===== src/rtl/spi_reg_pkg.sv =====
// spi_reg_pkg
// Shared constants for the SPI register controller: register addresses,
// command byte field positions, reset defaults and the frame parser states.
package spi_reg_pkg;

  // Register map
  localparam logic [3:0] ADDR_FREQ1  = 4'd0;
  localparam logic [3:0] ADDR_FREQ2  = 4'd1;
  localparam logic [3:0] ADDR_PHASE1 = 4'd2;
  localparam logic [3:0] ADDR_PHASE2 = 4'd3;
  localparam logic [3:0] ADDR_TRISYM = 4'd4;
  localparam logic [3:0] ADDR_CTRL   = 4'd5;
  localparam logic [3:0] ADDR_ID     = 4'd6;

  // Command byte layout: bit7 selects write, low nibble is the address
  localparam int CMD_WRITE_BIT = 7;
  localparam int CMD_ADDR_MSB  = 3;

  // Number of data bytes carried by every frame
  localparam int DATA_BYTES = 4;

  // Reset defaults
  localparam logic [31:0] DEF_FREQ = 32'd2147483;
  localparam logic [31:0] DEF_SYM  = 32'd154748364;
  localparam logic [31:0] DEF_ID   = 32'h44504F31;
  localparam logic [7:0]  DEF_CTRL = 8'h03;

  typedef enum logic [1:0] {
    ST_IDLE,
    ST_CMD,
    ST_DATA,
    ST_DONE
  } state_t;

  // Only the first six addresses hold writable registers; ID and the
  // unmapped space accept a frame but never commit.
  function automatic logic is_writable(input logic [3:0] addr);
    return addr <= ADDR_CTRL;
  endfunction

endpackage


===== src/rtl/spi_reg_bank.sv =====
// spi_reg_bank
// Live register file feeding the DDS channels. Written only through the
// single commit port, so every output word changes in one clock edge.
// Ports:
//   clk, rst      system clock, synchronous active-high reset
//   we            commit strobe; wr_addr/wr_data select target and value
//   rd_addr       read address, rd_data returns the live value (0 if unmapped)
//   freq_word1/2, phase_word1/2, triangle_sym, ctrl   live register outputs
module spi_reg_bank
  import spi_reg_pkg::*;
#(
  parameter int              FW_W         = 32,
  parameter logic [FW_W-1:0] FREQ_DEFAULT = DEF_FREQ,
  parameter logic [FW_W-1:0] SYM_DEFAULT  = DEF_SYM,
  parameter logic [FW_W-1:0] ID_VALUE     = DEF_ID
) (
  input  logic            clk,
  input  logic            rst,
  input  logic            we,
  input  logic [3:0]      wr_addr,
  input  logic [FW_W-1:0] wr_data,
  input  logic [3:0]      rd_addr,
  output logic [FW_W-1:0] rd_data,
  output logic [FW_W-1:0] freq_word1,
  output logic [FW_W-1:0] freq_word2,
  output logic [FW_W-1:0] phase_word1,
  output logic [FW_W-1:0] phase_word2,
  output logic [FW_W-1:0] triangle_sym,
  output logic [7:0]      ctrl
);

  always_ff @(posedge clk) begin
    if (rst) begin
      freq_word1   <= FREQ_DEFAULT;
      freq_word2   <= FREQ_DEFAULT;
      phase_word1  <= '0;
      phase_word2  <= '0;
      triangle_sym <= SYM_DEFAULT;
      ctrl         <= DEF_CTRL;
    end else if (we) begin
      case (wr_addr)
        ADDR_FREQ1:  freq_word1   <= wr_data;
        ADDR_FREQ2:  freq_word2   <= wr_data;
        ADDR_PHASE1: phase_word1  <= wr_data;
        ADDR_PHASE2: phase_word2  <= wr_data;
        ADDR_TRISYM: triangle_sym <= wr_data;
        ADDR_CTRL:   ctrl         <= wr_data[7:0];
        default: ;
      endcase
    end
  end

  always_comb begin
    rd_data = '0;
    case (rd_addr)
      ADDR_FREQ1:  rd_data = freq_word1;
      ADDR_FREQ2:  rd_data = freq_word2;
      ADDR_PHASE1: rd_data = phase_word1;
      ADDR_PHASE2: rd_data = phase_word2;
      ADDR_TRISYM: rd_data = triangle_sym;
      ADDR_CTRL:   rd_data[7:0] = ctrl;
      ADDR_ID:     rd_data = ID_VALUE;
      default:     rd_data = '0;
    endcase
  end

endmodule


===== src/rtl/spi_reg_ctrl.sv =====
// spi_reg_ctrl
// Parses SPI byte frames (command byte + 4 data bytes, MSB first) into
// register writes and readbacks. Write data is staged and only committed to
// the register bank when chip select drops after a complete frame.
// Ports:
//   clk, rst          system clock, synchronous active-high reset
//   cs_active         synchronised chip select
//   rx_byte/rx_valid  received byte and its one-cycle strobe
//   tx_byte           byte returned on the next SPI transfer
//   freq_word1/2, phase_word1/2, triangle_sym, ctrl   DDS control words
//   upd               pulse on the cycle a commit lands
//   frame_err         pulse after a frame aborted mid-data
module spi_reg_ctrl
  import spi_reg_pkg::*;
#(
  parameter int              FW_W         = 32,
  parameter logic [FW_W-1:0] FREQ_DEFAULT = DEF_FREQ,
  parameter logic [FW_W-1:0] SYM_DEFAULT  = DEF_SYM,
  parameter logic [FW_W-1:0] ID_VALUE     = DEF_ID
) (
  input  logic            clk,
  input  logic            rst,
  input  logic            cs_active,
  input  logic [7:0]      rx_byte,
  input  logic            rx_valid,
  output logic [7:0]      tx_byte,
  output logic [FW_W-1:0] freq_word1,
  output logic [FW_W-1:0] freq_word2,
  output logic [FW_W-1:0] phase_word1,
  output logic [FW_W-1:0] phase_word2,
  output logic [FW_W-1:0] triangle_sym,
  output logic [7:0]      ctrl,
  output logic            upd,
  output logic            frame_err
);

  state_t          state_q, state_d;
  logic            cs_prev;
  logic            cs_rise, cs_fall, byte_evt;
  logic            cmd_write;
  logic [3:0]      cmd_addr;
  logic [1:0]      count;
  logic [FW_W-1:0] staging;
  logic [FW_W-1:0] tx_shift;
  logic [FW_W-1:0] rd_data;
  logic            sticky_err;
  logic            commit, abort;

  assign cs_rise  = cs_active && !cs_prev;
  assign cs_fall  = !cs_active && cs_prev;
  assign byte_evt = rx_valid && cs_active;

  assign commit = cs_fall && (state_q == ST_DONE) && cmd_write && is_writable(cmd_addr);
  assign abort  = cs_fall && (state_q == ST_DATA);

  // Readback bytes are only meaningful inside a frame; otherwise report the
  // error flag so the host can poll it with a bare transfer.
  assign tx_byte = (state_q == ST_DATA || state_q == ST_DONE) ?
                   tx_shift[FW_W-1 -: 8] : {7'b0, sticky_err};

  always_ff @(posedge clk) begin
    if (rst) state_q <= ST_IDLE;
    else     state_q <= state_d;
  end

  always_comb begin
    state_d = state_q;
    if (!cs_active) begin
      state_d = ST_IDLE;
    end else begin
      case (state_q)
        ST_IDLE: if (cs_rise) state_d = ST_CMD;
        ST_CMD:  if (byte_evt) state_d = ST_DATA;
        ST_DATA: if (byte_evt && count == 2'(DATA_BYTES - 1)) state_d = ST_DONE;
        ST_DONE: state_d = ST_DONE;
        default: state_d = ST_IDLE;
      endcase
    end
  end

  // cs_prev resets high so a chip select that is already asserted when reset
  // releases is not mistaken for a new frame; the interrupted frame is dropped.
  always_ff @(posedge clk) begin
    if (rst) begin
      cs_prev    <= 1'b1;
      cmd_write  <= 1'b0;
      cmd_addr   <= '0;
      count      <= '0;
      staging    <= '0;
      tx_shift   <= '0;
      upd        <= 1'b0;
      frame_err  <= 1'b0;
      sticky_err <= 1'b0;
    end else begin
      cs_prev   <= cs_active;
      upd       <= commit;
      frame_err <= abort;
      if (abort)       sticky_err <= 1'b1;
      else if (commit) sticky_err <= 1'b0;

      if (state_q == ST_CMD && byte_evt) begin
        cmd_write <= rx_byte[CMD_WRITE_BIT];
        cmd_addr  <= rx_byte[CMD_ADDR_MSB:0];
        count     <= '0;
        staging   <= '0;
        tx_shift  <= rx_byte[CMD_WRITE_BIT] ? '0 : rd_data;
      end else if (state_q == ST_DATA && byte_evt) begin
        staging  <= {staging[FW_W-9:0], rx_byte};
        count    <= count + 2'd1;
        tx_shift <= {tx_shift[FW_W-9:0], 8'h00};
      end else if (state_q == ST_DONE && byte_evt) begin
        tx_shift <= {tx_shift[FW_W-9:0], 8'h00};
      end
    end
  end

  // The read address comes straight from the command byte so the first
  // readback byte is ready the cycle after the command is accepted.
  spi_reg_bank #(
    .FW_W         (FW_W),
    .FREQ_DEFAULT (FREQ_DEFAULT),
    .SYM_DEFAULT  (SYM_DEFAULT),
    .ID_VALUE     (ID_VALUE)
  ) u_bank (
    .clk          (clk),
    .rst          (rst),
    .we           (commit),
    .wr_addr      (cmd_addr),
    .wr_data      (staging),
    .rd_addr      (rx_byte[CMD_ADDR_MSB:0]),
    .rd_data      (rd_data),
    .freq_word1   (freq_word1),
    .freq_word2   (freq_word2),
    .phase_word1  (phase_word1),
    .phase_word2  (phase_word2),
    .triangle_sym (triangle_sym),
    .ctrl         (ctrl)
  );

endmodule


===== config.mk =====
export PLATFORM = sky130hd
export DESIGN_NAME = spi_reg_ctrl
export DESIGN_NICKNAME = d
export VERILOG_FILES = /design/src/rtl/spi_reg_pkg.sv /design/src/rtl/spi_reg_bank.sv /design/src/rtl/spi_reg_ctrl.sv
export SDC_FILE = /design/constraint.sdc
export NUM_CORES = 1
export LEC_CHECK = 0
export BUFFER_PORTS_ARGS = -buffer_cell sky130_fd_sc_hd__buf_2
export CORE_AREA = 2 2 134 201
export CTS_CLUSTER_SIZE = 40
export DETAILED_ROUTE_END_ITERATION = 6
export DIE_AREA = 0 0 136 203
export PLACE_DENSITY_LB_ADDON = 0.1
export SLEW_MARGIN = 0
export SYNTH_ARGS = -nofsm -noshare
export SYNTH_HDL_FRONTEND = slang
export SYNTH_SLANG_ARGS = --single-unit

===== constraint.sdc =====
create_clock -name clk -period 1.81 [get_ports clk]
set_clock_uncertainty 0.05 [all_clocks]
set_input_delay 0.362 -clock clk [delete_from_list [all_inputs] [get_ports clk]]
set_output_delay 0.362 -clock clk [all_outputs]
set_load 0.005 [all_outputs]

==> results_dict.tcl <==
set metrics [dict create \
    power.density_mw_per_mm2 898 \
    r2r_end "tx_shift[0]" \
    ir_drop_uv 817 \
    path_clk_slew_ns 0.06 \
    final.setup.worst_slack_ns -0.0104 \
    gr-total-overflow 0 \
    cts_buffers 25 \
    final-setup-viol-count 1 \
    cts_tree "done" \
    nets 1486 \
    netlist_instances 1269 \
    synth.yosys.warnings 0 \
    wl_um 40900 \
    clockBufferDepth 3 \
    yosysMostFrequentCell "nand2_1" \
    place_hpwl_um 28600 \
    synthSimpleGateAreaFrac_pct 22.0 \
    placedCellCount 1770 \
    wl_per_cell_um 22.4 \
    rsz0062_at_grt "yes" \
    grt_usage_pct 28.8 \
    fin_cells 1823 \
    cp.arrival_ns 1.41 \
    die_w_um 136 \
    antenna_found_initial 0 \
    avgSynthCellArea_um2 8.05 \
    hp-class "in -> reg" \
    syn-cell-area_mm2 0.0102 \
    ff2ff_path_depth 5 \
    worst_slew_pin_slew_ns 1.12 \
    critPathLaunchType "register" \
    period_minus_slack_ns 1.82 \
    viasPerCell 5.62 \
    end_kind "primary output" \
    required_ns 1.40 \
    hold_start "rx_byte[5]" \
    synth_fp_nets 1282 \
    drive_above_1_share_pct 25.6 \
    initial_core_util_pct 39.7 \
    ys_ff_latch 245 \
    synth_ff_type "dfxtp_1" \
    post-route-cell-area_mm2 0.0133 \
    antenna_cells 0 \
    yosys.area_share.xor_xnor_pct 0.0857 \
    row_count 72 \
    status "complete, but fails checks" \
    failed_checks "negative setup slack" \
    io_pins 190 \
    die_area_mm2 0.0276 \
    timing.rr.start "state_q[1]" \
    placed_cell_area_mm2 0.0121 \
    ys_seq_area_share_pct 48.0 \
    synth_edf_count 0 \
    hold_viol 0 \
    drt_iter0_drc 856 \
    path_class "reg -> out" \
    synth.distinct_cells 56 \
    synth.area.top_cells "dfxtp_1, nand2_1, a21oi_1" \
    slew_viol_final 0 \
    yosysTopAreaCellShare_pct 48.0 \
    dr.pass1.iters 7 \
    area_growth_pct 29.8 \
    io_buffers 189 \
    antenna_left 0 \
    r2r_setup_slack_ns 0.06 \
    synthArstFlopShare_pct 0 \
    synth_top_family_by_area "simple AND/OR/NAND/NOR gates" \
    route.detailed.drc 0 \
    synth_top_cells_by_count "nand2_1, dfxtp_1, a21oi_1, clkbuf_1" \
    root_buffer "clkbuf_16" \
    die_h_um 203 \
    whs_ns 0.0211 \
    synth_compound_area_share_pct 20.2 \
    leakage_nw 5.25 \
    holdPathEnd "staging[5]" \
    utilization_pct 51.5 \
    htree_num_levels 1 \
    grt_pass1_vias 9827 \
    synth_area_leader_cell "dfxtp_1" \
    max_cap_violations 0 \
    slew-limit-headroom_pct 25.2 \
    worstPathMaxFanout 7 \
    synth.area.mux_share_pct 4.48 \
    grt_max_degree 71 \
    post-route-period-util_pct 101 \
    grt_pass1_wl_um 60300 \
    fmax_ghz 0.549 \
    whs_path_depth 3 \
    worstSkewPairLatency_ns 0.53 \
    via_count 10200 \
    fillers 2569 \
    clock-sinks 245 \
    core_area_mm2 0.0258 \
    synthAdderAreaFrac_pct 0.122 \
    place_congestion 0.878 \
]
-- layer usage --
| layer | vias to the layer above | GRT usage [%] | part of all wire, % |
|---|---|---|---|
| met1 | 4912 | 35.9 | 40 |
| met4 | 0 | 11.2 | 4.1 |
| li1 | 4828 | - | - |
| met5 | - | 0 | 0 |
| met3 | 92 | 4.12 | 6.6 |
| met2 | 409 | 49.5 | 49 |
-- critical path, cell delays in order, from the launching register on --
cell,delay [ns]
dfxtp_4,0.35
buf_12,0.13
mux2_4,0.29
buf_6,0.11
-- cell families (layout without fill, tap and decap cells) --
logic type | Yosys count | count (layout)
AND/OR/NAND/NOR | 504 | 504
AO/OA/AOI/OAI | 347 | 347
flip-flops | 245 | 245
buffers and inverters | 128 | 349
multiplexers | 43 | 43
adder cells (fa/ha/maj) | 1 | 1
XOR/XNOR | 1 | 1
-- report_power, final --
group / total, mW / internal (mW) / switching [mW]
clock: 5.99 / 3.77 / 2.21
sequential: 5.40 / 5.39 / 0.00681
combinational: 0.523 / 0.176 / 0.347
-- per-stage QoR --
stage / power, mW / setup slack (ns) / TNS, ns
after global placement: 6.03 / -0.166 / -4.90
after global routing: 12.2 / -0.0421 / -0.198
final: 11.9 / -0.0104 / -0.0104
after detailed placement: 6.03 / -0.208 / -7.33
after CTS: 11.9 / -0.0227 / -0.0528
after floorplan: 5.80 / -0.0239 / -0.0239
-- sequential cells by signal, indices dropped and copies added (netlist names), 8 cells and up --
register,flops
staging,32
tx_shift,32
u_bank.ctrl,8
u_bank.freq_word1,32
u_bank.freq_word2,32
u_bank.phase_word1,32
u_bank.phase_word2,32
u_bank.triangle_sym,32
-- worst max-delay path by stage --
| stage | to | startpoint | cells after the start |
|---|---|---|---|
| final | tx_byte[0] | state_q[1] | 3 |
| after global routing | tx_byte[0] | state_q[1] | 3 |
| after CTS | tx_byte[0] | state_q[1] | 3 |
| after detailed placement | tx_shift[7] | rx_byte[1] | 6 |
| after global placement | tx_shift[7] | rx_byte[1] | 6 |
| after floorplan | tx_shift[0] | rx_byte[2] | 5 |
-- cell type report --
cell class | count | area [um2] | area share (%)
clock inverters | 10 | 231 | 1.75
repair buffers | 290 | 2060 | 15.5
inverters | 15 | 56.3 | 0.425
well taps | 333 | 417 | 3.14
flip-flops and latches | 245 | 4910 | 37.0
clock buffers | 34 | 719 | 5.43
multi-input cells | 896 | 4870 | 36.7
-- repair_timing --
action,in CTS,in global routing
buffers inserted,5,3
pin swaps,3,5
endpoints found under the setup margin,8,113
gates cloned,1,1
hold buffers,0,0
gates resized for setup,16,17
-- cell usage in the layout, fill, tap and decap left out, types with 8 or more instances in the layout --
cell type / n
nand2_1: 324
dfxtp_1: 244
a21oi_1: 202
buf_2: 183
buf_4: 72
o21ai_0: 44
nor2_1: 43
nor3_1: 41
nand3_1: 26
clkbuf_16: 25
mux2i_1: 21
mux2_2: 21
buf_12: 21
and3_1: 20
a22o_1: 20
o22ai_1: 19
a222oi_1: 17
inv_1: 14
buf_6: 11
a221oi_1: 8
Note: power is estimated with default switching activity, not from simulation.
